### src/rtl/systolic_array_sequencer_if.sv
// Memory-side load bus of the systolic array sequencer: load requests in,
// per-row space flags and accepted-load strobes out.
interface systolic_array_sequencer_if #(
   parameter int unsigned ARRAY_DIM = 4
);
   localparam int unsigned RW = $clog2(ARRAY_DIM);

   logic                 weight_en;
   logic                 input_en;
   logic                 partial_en;
   logic [RW-1:0]        row_en;
   logic [ARRAY_DIM-1:0] fifo_has_space;
   logic [ARRAY_DIM-1:0] ps_has_space;
   logic                 weight_load;
   logic                 input_load;
   logic                 partials_load;
   logic [RW-1:0]        weight_row;
   logic [RW-1:0]        input_row;
   logic [RW-1:0]        partials_row;

   modport master (
      output weight_en, input_en, partial_en, row_en,
      input  fifo_has_space, ps_has_space,
      input  weight_load, input_load, partials_load,
      input  weight_row, input_row, partials_row
   );

   modport slave (
      input  weight_en, input_en, partial_en, row_en,
      output fifo_has_space, ps_has_space,
      output weight_load, input_load, partials_load,
      output weight_row, input_row, partials_row
   );
endinterface

### src/rtl/systolic_array_sequencer.sv
// Control sequencer for the tensor-core systolic array: gates loads on FIFO space,
// steps the MAC array (with drain bubbles) and runs the partial-sum merge stage.
module systolic_array_sequencer #(
   parameter  int unsigned ARRAY_DIM  = 4,
   parameter  int unsigned MUL_LEN    = 2,
   parameter  int unsigned ADD_LEN    = 3,
   parameter  int unsigned FIFO_DEPTH = 4,
   localparam int unsigned RW         = $clog2(ARRAY_DIM),
   localparam int unsigned MAC_LEN    = MUL_LEN + ADD_LEN,
   localparam int unsigned CW         = $clog2(MAC_LEN),
   localparam int unsigned AW         = $clog2(ADD_LEN),
   localparam int unsigned OW         = $clog2(FIFO_DEPTH + 1)
) (
   input  logic                     clk,
   input  logic                     rst_n,
   systolic_array_sequencer_if.slave ld,
   output logic [ARRAY_DIM-1:0]     in_fifo_shift,
   output logic [ARRAY_DIM-1:0]     ps_fifo_shift,
   output logic                     mac_start,
   output logic                     mac_shift,
   output logic [CW-1:0]            mac_count,
   output logic                     add_start,
   output logic                     out_fifo_shift,
   output logic [AW-1:0]            add_count,
   output logic [RW-1:0]            out_row,
   output logic                     weights_ready,
   output logic                     busy,
   output logic                     err
);

   typedef enum logic [1:0] {StIdle, StCompute, StAddWait, StAdd} state_e;

   state_e                       state_q, state_d;
   logic [CW-1:0]                mac_cnt_q, mac_cnt_d;
   logic [AW-1:0]                add_cnt_q, add_cnt_d;
   logic [ARRAY_DIM-1:0][OW-1:0] occ_q, occ_d;
   logic [ARRAY_DIM-1:0][OW-1:0] ps_occ_q, ps_occ_d;
   logic [ARRAY_DIM-1:0]         pipe_q, pipe_d;
   logic [ARRAY_DIM-1:0]         wmask_q, wmask_d;
   logic [RW-1:0]                out_row_q, out_row_d;
   logic                         err_q, err_d;
   logic                         popped_q, popped_d;

   logic [ARRAY_DIM-1:0] occ_nz, ps_nz, fifo_space, ps_space;
   logic [ARRAY_DIM-1:0] in_push, ps_push;
   logic                 weight_acc, input_acc, partial_acc, err_set;
   logic                 mac_last, add_last;

   always_comb begin
      for (int unsigned r = 0; r < ARRAY_DIM; r++) begin
         occ_nz[r]     = (occ_q[r] != '0);
         ps_nz[r]      = (ps_occ_q[r] != '0);
         fifo_space[r] = (occ_q[r] < OW'(FIFO_DEPTH));
         ps_space[r]   = (ps_occ_q[r] < OW'(FIFO_DEPTH));
      end
   end

   assign mac_last = (mac_cnt_q == CW'(MAC_LEN - 1));
   assign add_last = (add_cnt_q == AW'(ADD_LEN - 1));

   // Only the highest-priority request is considered; anything beneath it is dropped as an error.
   always_comb begin
      weight_acc  = 1'b0;
      input_acc   = 1'b0;
      partial_acc = 1'b0;
      err_set     = 1'b0;
      if (ld.weight_en) begin
         weight_acc = (state_q == StIdle);
         err_set    = !weight_acc || ld.input_en || ld.partial_en;
      end else if (ld.input_en) begin
         input_acc = fifo_space[ld.row_en];
         err_set   = !input_acc || ld.partial_en;
      end else if (ld.partial_en) begin
         partial_acc = ps_space[ld.row_en];
         err_set     = !partial_acc;
      end
   end

   assign ld.fifo_has_space = fifo_space;
   assign ld.ps_has_space   = ps_space;
   assign ld.weight_load    = weight_acc;
   assign ld.input_load     = input_acc;
   assign ld.partials_load  = partial_acc;
   assign ld.weight_row     = ld.row_en;
   assign ld.input_row      = ld.row_en;
   assign ld.partials_row   = ld.row_en;

   // State register
   always_ff @(posedge clk or negedge rst_n) begin
      if (!rst_n) state_q <= StIdle;
      else        state_q <= state_d;
   end

   // Next state; with a partial already waiting the merge starts without an ADD_WAIT cycle.
   always_comb begin
      state_d = state_q;
      unique case (state_q)
         StIdle: begin
            if (weights_ready && (|occ_nz || |pipe_q)) state_d = StCompute;
         end
         StCompute: begin
            if (mac_last) begin
               if (!pipe_q[ARRAY_DIM-1])  state_d = StIdle;
               else if (ps_nz[out_row_q]) state_d = StAdd;
               else                       state_d = StAddWait;
            end
         end
         StAddWait: begin
            if (ps_nz[out_row_q]) state_d = StAdd;
         end
         StAdd: begin
            if (add_last) state_d = StIdle;
         end
         default: state_d = StIdle;
      endcase
   end

   // Outputs
   always_comb begin
      mac_start      = (state_q == StCompute) && (mac_cnt_q == '0);
      mac_shift      = (state_q == StCompute) && mac_last;
      in_fifo_shift  = mac_start ? occ_nz : '0;
      add_start      = (state_q == StAdd) && (add_cnt_q == '0);
      out_fifo_shift = (state_q == StAdd) && add_last;
      ps_fifo_shift  = '0;
      ps_fifo_shift[out_row_q] = add_start;
      mac_count      = mac_cnt_q;
      add_count      = add_cnt_q;
      out_row        = out_row_q;
      weights_ready  = &wmask_q;
      busy           = (state_q != StIdle);
      err            = err_q;
   end

   // Datapath next-state: counters, occupancies, pipe, weight mask
   always_comb begin
      mac_cnt_d = (state_q == StCompute && !mac_last) ? mac_cnt_q + CW'(1) : '0;
      add_cnt_d = (state_q == StAdd && !add_last) ? add_cnt_q + AW'(1) : '0;

      in_push = '0;
      ps_push = '0;
      in_push[ld.row_en] = input_acc;
      ps_push[ld.row_en] = partial_acc;

      occ_d    = occ_q;
      ps_occ_d = ps_occ_q;
      for (int unsigned r = 0; r < ARRAY_DIM; r++) begin
         if (in_push[r] && !in_fifo_shift[r])      occ_d[r] = occ_q[r] + OW'(1);
         else if (!in_push[r] && in_fifo_shift[r]) occ_d[r] = occ_q[r] - OW'(1);
         if (ps_push[r] && !ps_fifo_shift[r])      ps_occ_d[r] = ps_occ_q[r] + OW'(1);
         else if (!ps_push[r] && ps_fifo_shift[r]) ps_occ_d[r] = ps_occ_q[r] - OW'(1);
      end

      popped_d = mac_start ? |in_fifo_shift : popped_q;
      pipe_d   = mac_shift ? {pipe_q[ARRAY_DIM-2:0], popped_q} : pipe_q;

      wmask_d = wmask_q;
      if (weight_acc) wmask_d[ld.row_en] = 1'b1;

      out_row_d = out_row_q;
      if (out_fifo_shift) begin
         out_row_d = (out_row_q == RW'(ARRAY_DIM - 1)) ? '0 : out_row_q + RW'(1);
      end

      err_d = err_q | err_set;
   end

   always_ff @(posedge clk or negedge rst_n) begin
      if (!rst_n) begin
         mac_cnt_q <= '0;
         add_cnt_q <= '0;
         occ_q     <= '0;
         ps_occ_q  <= '0;
         pipe_q    <= '0;
         wmask_q   <= '0;
         out_row_q <= '0;
         err_q     <= 1'b0;
         popped_q  <= 1'b0;
      end else begin
         mac_cnt_q <= mac_cnt_d;
         add_cnt_q <= add_cnt_d;
         occ_q     <= occ_d;
         ps_occ_q  <= ps_occ_d;
         pipe_q    <= pipe_d;
         wmask_q   <= wmask_d;
         out_row_q <= out_row_d;
         err_q     <= err_d;
         popped_q  <= popped_d;
      end
   end

endmodule
### src/flat_wrapper.sv
// flat-port wrapper written by rule: the top's interface ports become plain ports
module systolic_array_sequencer_flat 
#(
   parameter  int unsigned ARRAY_DIM  = 4,
   parameter  int unsigned MUL_LEN    = 2,
   parameter  int unsigned ADD_LEN    = 3,
   parameter  int unsigned FIFO_DEPTH = 4,
   localparam int unsigned RW         = $clog2(ARRAY_DIM),
   localparam int unsigned MAC_LEN    = MUL_LEN + ADD_LEN,
   localparam int unsigned CW         = $clog2(MAC_LEN),
   localparam int unsigned AW         = $clog2(ADD_LEN),
   localparam int unsigned OW         = $clog2(FIFO_DEPTH + 1)
)
  (clk, rst_n, in_fifo_shift, ps_fifo_shift, mac_start, mac_shift, mac_count, add_start, out_fifo_shift, add_count, out_row, weights_ready, busy, err, ld_weight_en, ld_input_en, ld_partial_en, ld_row_en, ld_fifo_has_space, ld_ps_has_space, ld_weight_load, ld_input_load, ld_partials_load, ld_weight_row, ld_input_row, ld_partials_row);
  systolic_array_sequencer_if #(.ARRAY_DIM(ARRAY_DIM)) ld_i ();
  input  logic clk;
  input  logic rst_n;
  output logic [ARRAY_DIM-1:0] in_fifo_shift;
  output logic [ARRAY_DIM-1:0] ps_fifo_shift;
  output logic mac_start;
  output logic mac_shift;
  output logic [CW-1:0] mac_count;
  output logic add_start;
  output logic out_fifo_shift;
  output logic [AW-1:0] add_count;
  output logic [RW-1:0] out_row;
  output logic weights_ready;
  output logic busy;
  output logic err;
  input wire logic [$bits(ld_i.weight_en)-1:0] ld_weight_en;
  input wire logic [$bits(ld_i.input_en)-1:0] ld_input_en;
  input wire logic [$bits(ld_i.partial_en)-1:0] ld_partial_en;
  input wire logic [$bits(ld_i.row_en)-1:0] ld_row_en;
  output wire logic [$bits(ld_i.fifo_has_space)-1:0] ld_fifo_has_space;
  output wire logic [$bits(ld_i.ps_has_space)-1:0] ld_ps_has_space;
  output wire logic [$bits(ld_i.weight_load)-1:0] ld_weight_load;
  output wire logic [$bits(ld_i.input_load)-1:0] ld_input_load;
  output wire logic [$bits(ld_i.partials_load)-1:0] ld_partials_load;
  output wire logic [$bits(ld_i.weight_row)-1:0] ld_weight_row;
  output wire logic [$bits(ld_i.input_row)-1:0] ld_input_row;
  output wire logic [$bits(ld_i.partials_row)-1:0] ld_partials_row;
  assign ld_i.weight_en = ld_weight_en;
  assign ld_i.input_en = ld_input_en;
  assign ld_i.partial_en = ld_partial_en;
  assign ld_i.row_en = ld_row_en;
  assign ld_fifo_has_space = ld_i.fifo_has_space;
  assign ld_ps_has_space = ld_i.ps_has_space;
  assign ld_weight_load = ld_i.weight_load;
  assign ld_input_load = ld_i.input_load;
  assign ld_partials_load = ld_i.partials_load;
  assign ld_weight_row = ld_i.weight_row;
  assign ld_input_row = ld_i.input_row;
  assign ld_partials_row = ld_i.partials_row;
  systolic_array_sequencer #(.ARRAY_DIM(ARRAY_DIM), .MUL_LEN(MUL_LEN), .ADD_LEN(ADD_LEN), .FIFO_DEPTH(FIFO_DEPTH)) u_core (.clk(clk), .rst_n(rst_n), .ld(ld_i), .in_fifo_shift(in_fifo_shift), .ps_fifo_shift(ps_fifo_shift), .mac_start(mac_start), .mac_shift(mac_shift), .mac_count(mac_count), .add_start(add_start), .out_fifo_shift(out_fifo_shift), .add_count(add_count), .out_row(out_row), .weights_ready(weights_ready), .busy(busy), .err(err));
endmodule
### config.mk
export PLATFORM = sky130hd
export DESIGN_NAME = systolic_array_sequencer_flat
export DESIGN_NICKNAME = d
export VERILOG_FILES = /design/src/rtl/systolic_array_sequencer_if.sv /design/src/rtl/systolic_array_sequencer.sv /design/src/flat_wrapper.sv
export SDC_FILE = /design/constraint.sdc
export NUM_CORES = 1
export LEC_CHECK = 0
export CAP_MARGIN = 5
export CORE_MARGIN = 2
export CORE_UTILIZATION = 25
export CTS_BUF_LIST = sky130_fd_sc_hd__clkbuf_4 sky130_fd_sc_hd__clkbuf_8
export DETAILED_ROUTE_END_ITERATION = 10
export PLACE_DENSITY_LB_ADDON = 0.2
export SLEW_MARGIN = 30
export SYNTH_ARGS = -nofsm -noshare
export SYNTH_HDL_FRONTEND = slang
export SYNTH_SLANG_ARGS = --single-unit
export TNS_END_PERCENT = 30
### constraint.sdc
create_clock -name clk -period 6.7 [get_ports clk]
set_input_delay 1.34 -clock clk [delete_from_list [all_inputs] [get_ports clk]]
set_output_delay 1.34 -clock clk [all_outputs]
set_load 0.05 [all_outputs]
==> impl_metrics.yaml, run 1 <==
grt:
  grt_pass1_vias: 1819
  antenna_found_initial: 0
  grt_pass1_wl_um: 9418
  grt_remaining_overflow: 0
  grt_max_degree: 44
  grt_usage_pct: 10.67
yosys:
  syn_inst: 242
  syn_avg_cell_area_um2: 10.50
  ys_seq_area_share_pct: 42.36
  yosysWarnings: 0
  synth_edf_count: 0
  synth-seq-cells: 43
  synthArstFlopShare_pct: 100.0
  syn_area_um2: 2540
  synthDistinctLibCells: 38
  synth_ff_type: "dfrtp_1"
  syn-num-nets: 273
drt:
  dr.max_layer_used: "met4"
  via_count: 1754
  dr_wl_met2_um: 2573
  drc_errors: 0
  drt-pass1-iter-count: 4
  routed_wirelength_um: 5430
  ant_nets: 0
  wl_per_cell_um: 13.02
  via_per_inst: 4.206
  drt-initial-drc-count: 34
  wirelength_met1_um: 2598
  wl_met3_um: 226
worst_setup_path:
  r2r_slack_ps: 3950
  start_kind: "input pin"
  reg2reg_to: "u_core.ps_occ_q[2]"
  r2r_cells: 9
  cp_max_fo: 11
  required_ps: 5360
  critPathLaunch: "ld_row_en[0]"
  arrival_ps: 4020
  endpoint_kind: "output pin"
  critPathKind: "in -> out"
  rr_startpoint: "u_core.ps_occ_q[2]"
cts:
  root_buffer: "clkbuf_8"
  post_cts_buffers: 0
  ctsHoldBuffers: 0
  tritoncts: "yes"
  cts_resized: 0
  clock-sinks: 43
  numCtsBuffers: 5
  htree_levels: 2
  clock_latency_ps: 290
  clk_pin_slew_ps: 90
  clockBufferDepth: 2
hold_path:
  hold_depth: 1
  hold_path_class: "reg -> reg"
  whs_endpoint: "u_core.add_count[0]"
  hp-start: "u_core.add_count[0]"
finish:
  final_util_pct: 32.79
  fin_nets: 314
  final_common_cell: "clkdlybuf4s50_1"
  layout_common_cells: "44 x clkdlybuf4s50_1, 43 x dfrtp_1, 39 x inv_1"
  diodes: 0
  drive_above_1_share_pct: 8.803
  syn2layout_area_growth_pct: 26.75
floorplan:
  die_y_um: 104.8
  start_util_pct: 25.87
  dieArea_um2: 10980
  rows: 36
  core_um2: 9819
  die_w_um: 104.8
  io_pins: 46
timing:
  hold_viol_final: 0
  drv_slew: 0
  tns_ps: 0
  rsz0062_at_grt: "no"
  slew_headroom_pct: 61.46
  finalSetupViolCount: 0
  period_needed_ps: 5357
  worstMarginPinSlew_ps: 578.1
  max_freq_ghz: 0.1867
  fin_crit_sh_pct: 79.95
  fin_skew_ps: 4.143
power_and_ir_drop:
  vdd_drop_max_mv: 0.1222
  pwr_density_cell_nw_per_um2: 486.0
  p_leak_uw: 0.001364
place:
  dp_hpwl_um: 4249
  gp_congestion: 0.7531
  port_buffers: 45
job:
  max_cap_violations: 0
status:
  status: "completed"
[layer usage]
layer  global-route usage (%)  vias up
li1                         -      860
met1                    14.07      852
met2                    17.63       40
met3                    2.371        2
met4                    2.857        0
met5                        0        -
[cells by family after synthesis]
logic type | count (synthesis) | share of synthesized area (%)
XOR/XNOR | 24 | 8.276
multiplexers | 15 | 7.685
flip-flops | 43 | 42.36
AO/OA/AOI/OAI | 14 | 3.695
AND/OR/NAND/NOR | 72 | 15.22
buffers and inverters | 50 | 8.571
adder cells (fa/ha/maj) | 24 | 14.19
[final cells by class]
cell class	count	area, um^2
Multi-Input combinational cell	149	1246
Fill cell	1040	6600
Clock buffer	5	68.82
Sequential cell	43	1076
Timing Repair Buffer	45	447.9
Inverter	39	146.4
Tap cell	133	166.4
Clock inverter	3	67.56
[how the worst max path moves through the flow]
| stage | end | slack, ps | depth (start not counted) |
|---|---|---|---|
| 2_1_floorplan | ld_partials_load | 2570 | 4 |
| 3_3_place_gp | ld_partials_load | 1360 | 5 |
| 3_5_place_dp | ld_partials_load | 1330 | 5 |
| 4_1_cts | ld_partials_load | 1330 | 5 |
| 5_1_grt | ld_partials_load | 1250 | 5 |
| 6_report | ld_partials_load | 1340 | 5 |
[stage by stage]
| stage | setup WS, ps | instances | total power (uW) | hold WS, ps | area (um^2) |
|---|---|---|---|---|---|
| 4_1_cts | 1330 | 417 | 1593 | 471.3 | 3219 |
| 2_1_floorplan | 2565 | 242 | 1085 | 420.5 | 2540 |
| 5_1_grt | 1251 | 417 | 1685 | 497.7 | 3219 |
| 6_report | 1343 | 417 | 1565 | 471.3 | 3219 |
| 3_3_place_gp | 1357 | 409 | 1330 | 450.7 | 3080 |
| 3_5_place_dp | 1326 | 409 | 1339 | 451.0 | 3083 |
[report_power, final]
| group | internal [uW] | switching, uW | total, uW |
|---|---|---|---|
| clock network | 149 | 95.1 | 244 |
| registers | 375 | 115 | 490 |
| logic | 337 | 493 | 831 |
[synth_stat cells, types with 2 or more instances]
master / number / area share, %
a21oi_1: 4 / 0.79
and2_1: 2 / 0.49
and3_1: 3 / 0.74
buf_4: 6 / 1.8
clkbuf_1: 4 / 0.59
dfrtp_1: 43 / 42
fa_1: 8 / 6.3
ha_1: 16 / 7.9
inv_1: 39 / 5.8
mux2_2: 13 / 5.8
nand2_1: 12 / 1.8
nand2b_1: 5 / 1.2
nand3_1: 3 / 0.59
nand4_1: 2 / 0.49
nor2_1: 18 / 2.7
nor2b_1: 3 / 0.74
nor3_1: 10 / 2.0
nor4_1: 2 / 0.49
nor4b_1: 3 / 1.0
o21ai_0: 2 / 0.39
o21bai_1: 4 / 1.2
or3_1: 2 / 0.49
xnor2_1: 16 / 5.5
xor2_1: 8 / 2.8
[worst max-delay path, stage by stage]
cell	delay (ps)
clkdlybuf4s50_1	710
mux4_2	570
or4b_4	540
inv_1	80
clkdlybuf4s50_1	790
[flip-flops by register name (all words and copies together), names as in the netlist, named ones only]
signal / count
u_core.ps_occ_q: 12
u_core.occ_q: 12
u_core.pipe_q: 4
u_core.err: 1
u_core.add_count: 2
u_core.wmask_q: 4
u_core.out_row: 2
u_core.state_q: 1
u_core.mac_count: 3
u_core.popped_q: 1
No activity file was read; power rests on OpenSTA's default activity.
==> inputs of run 2 (changes only) <==
==> constraint.sdc (replaced) <==
create_clock -name clk -period 5.4 [get_ports clk]
set_input_delay 1.08 -clock clk [delete_from_list [all_inputs] [get_ports clk]]
set_output_delay 1.08 -clock clk [all_outputs]
set_load 0.05 [all_outputs]
==> run 2 against run 1 <==
Design area fell by 0.12%. Critical path depth did not move. Non-clock buffer count rose by 2. First-iteration DRC count rose by 130%. Worst setup slack got worse by 550 ps. Cell count rose by 0.48%. Die area did not move.
==> impl_metrics.yaml, run 2 (synthesized netlist as in run 1, its figures left out) <==
floorplan:
  die_y_um: 104.8
  die_w_um: 104.8
  core_um2: 9819
  start_util_pct: 25.87
  rows: 36
  io_pins: 46
  dieArea_um2: 10980
worst_setup_path:
  crit_chain: "clkdlybuf4s50_1 -> mux4_2 -> or4b_4 -> inv_1 -> clkdlybuf4s50_1"
  crit_path_frequent_cell: "clkdlybuf4s50_1"
  cp_max_fo: 5
  r2r_cells: 9
  crit_family: "buffers and inverters"
  r2r_slack_ps: 2640
  cp_num_buf_inv: 3
  endpoint_kind: "output pin"
  arrival_ps: 3530
  required_ps: 4320
  reg2reg_to: "u_core.ps_occ_q[2]"
  cp.depth: 5
  start_kind: "input pin"
  cp_slowest_stage_delay_ps: 800
  rr_startpoint: "u_core.ps_occ_q[2]"
  critical-path-slowest-cell: "clkdlybuf4s50_1"
  critPathKind: "in -> out"
timing:
  period_needed_ps: 4605
  drv_slew: 0
  fin_skew_ps: 3.633
  post-route-worst-setup-slack_ps: 794.6
  tns_ps: 0
  rsz0062_at_grt: "no"
  finalSetupViolCount: 0
  slew_headroom_pct: 61.44
  hold_viol_final: 0
  max_freq_ghz: 0.2171
  fin_crit_sh_pct: 85.28
  worstMarginPinSlew_ps: 578.3
hold_path:
  hold_path_class: "reg -> reg"
  hp-start: "u_core.wmask_q[0]"
  hold_depth: 1
  whs_endpoint: "u_core.wmask_q[0]"
drt:
  ant_nets: 0
  drt-pass1-iter-count: 4
  drc_errors: 0
  drt-initial-drc-count: 78
  wl_per_cell_um: 13.61
  routed_wirelength_um: 5704
  via_count: 1785
  via_per_inst: 4.260
place:
  port_buffers: 45
  dp_hpwl_um: 4431
  dp_slack_ps: 773.9
  placedInstanceArea_um2: 3098
  gp_congestion: 0.8040
finish:
  final_common_cell: "clkdlybuf4s50_1"
  drive_above_1_share_pct: 9.441
  regArea_um2: 1076
  fillers: 1018
  multi_input_area_um2: 1246
  reg_top3: "u_core.occ_q x12, u_core.ps_occ_q x12"
  syn2layout_area_growth_pct: 26.60
  layout_common_cells: "44 x clkdlybuf4s50_1, 43 x dfrtp_1, 39 x inv_1"
  diodes: 0
  fin_nets: 316
  design_area_um2: 3216
cts:
  htree_levels: 2
  clock_latency_ps: 290
  ctsHoldBuffers: 0
  numCtsBuffers: 5
  tritoncts: "yes"
  cts_resized: 0
  post_cts_buffers: 0
  clock-sinks: 43
  clockBufferDepth: 2
  clk_pin_slew_ps: 80
  root_buffer: "clkbuf_8"
grt:
  grt_usage_pct: 10.86
  grt_pass1_wl_um: 9397
  grt_remaining_overflow: 0
  antenna_found_initial: 0
  grt_pass1_vias: 1797
  grt_max_degree: 44
status:
  status: "completed"
power_and_ir_drop:
  vdd_drop_max_mv: 0.1984
  p_leak_uw: 0.001371
  finalPower_uw: 1912
  pwr_density_cell_nw_per_um2: 594.6
job:
  max_cap_violations: 0
==> run 2: cell types whose count changed in the layout (fill, tap and decap cells not counted) <==
| cell | previous run | this run |
|---|---|---|
| buf_4 | 1 | 3 |
| bufinv_16 | 2 | 1 |
| clkbuf_8 | 5 | 6 |
| clkinv_2 | 0 | 1 |
| clkinvlp_4 | 1 | 0 |
==> run 2: power breakdown <==
| part | switching (uW) | internal (uW) | leakage, uW |
|---|---|---|---|
| clock network | 115 | 150 | 0.0000612 |
| logic | 616 | 420 | 0.000802 |
| registers | 147 | 465 | 0.000508 |
| total | 878 | 1030 | 0.00137 |
==> run 2: layout make-up <==
type,count,area share [%]
Clock inverter,2,1.089
Inverter,39,4.553
Clock buffer,6,2.568
Timing Repair Buffer,47,14.40
Tap cell,133,5.175
Sequential cell,43,33.46
Multi-Input combinational cell,149,38.76
==> run 2: how the worst max path moves through the flow <==
stage,from,slack [ps],endpoint
after global placement,ld_row_en[0],790,ld_partials_load
after floorplan,ld_row_en[0],1790,ld_partials_load
after global routing,ld_row_en[0],680,ld_input_load
after detailed placement,ld_row_en[0],770,ld_partials_load
after CTS,ld_row_en[0],770,ld_partials_load
final,ld_row_en[0],790,ld_partials_load
==> run 2: through the flow <==
step | hold WS, ps | std cells | util, %
global route | 490.2 | 419 | 32.75
detailed placement | 448.6 | 411 | 31.55
global placement | 447.1 | 411 | 31.52
CTS | 468.3 | 419 | 32.75
floorplan | 420.5 | 242 | -
finish | 467.1 | 419 | 32.75
==> run 2: per-layer routing <==
layer  global-route usage, %  wire, um  vias up  share of wire (%)
met3                   2.620       344        4                6.0
met2                   17.95      2726       47                 48
li1                        -         -      860                  -
met5                       0         0        -                  0
met4                   2.857        60        0                1.1
met1                   14.21      2571      874                 45
==> run 2: worst reg2reg max path: cells and delay by family, from the launching register on <==
family	cells	cell delay (ps)
flops	1	440
mux	1	490
xor+xnor	2	270
simple gates	3	840
fa+ha+maj	2	600
buf+inv	1	60
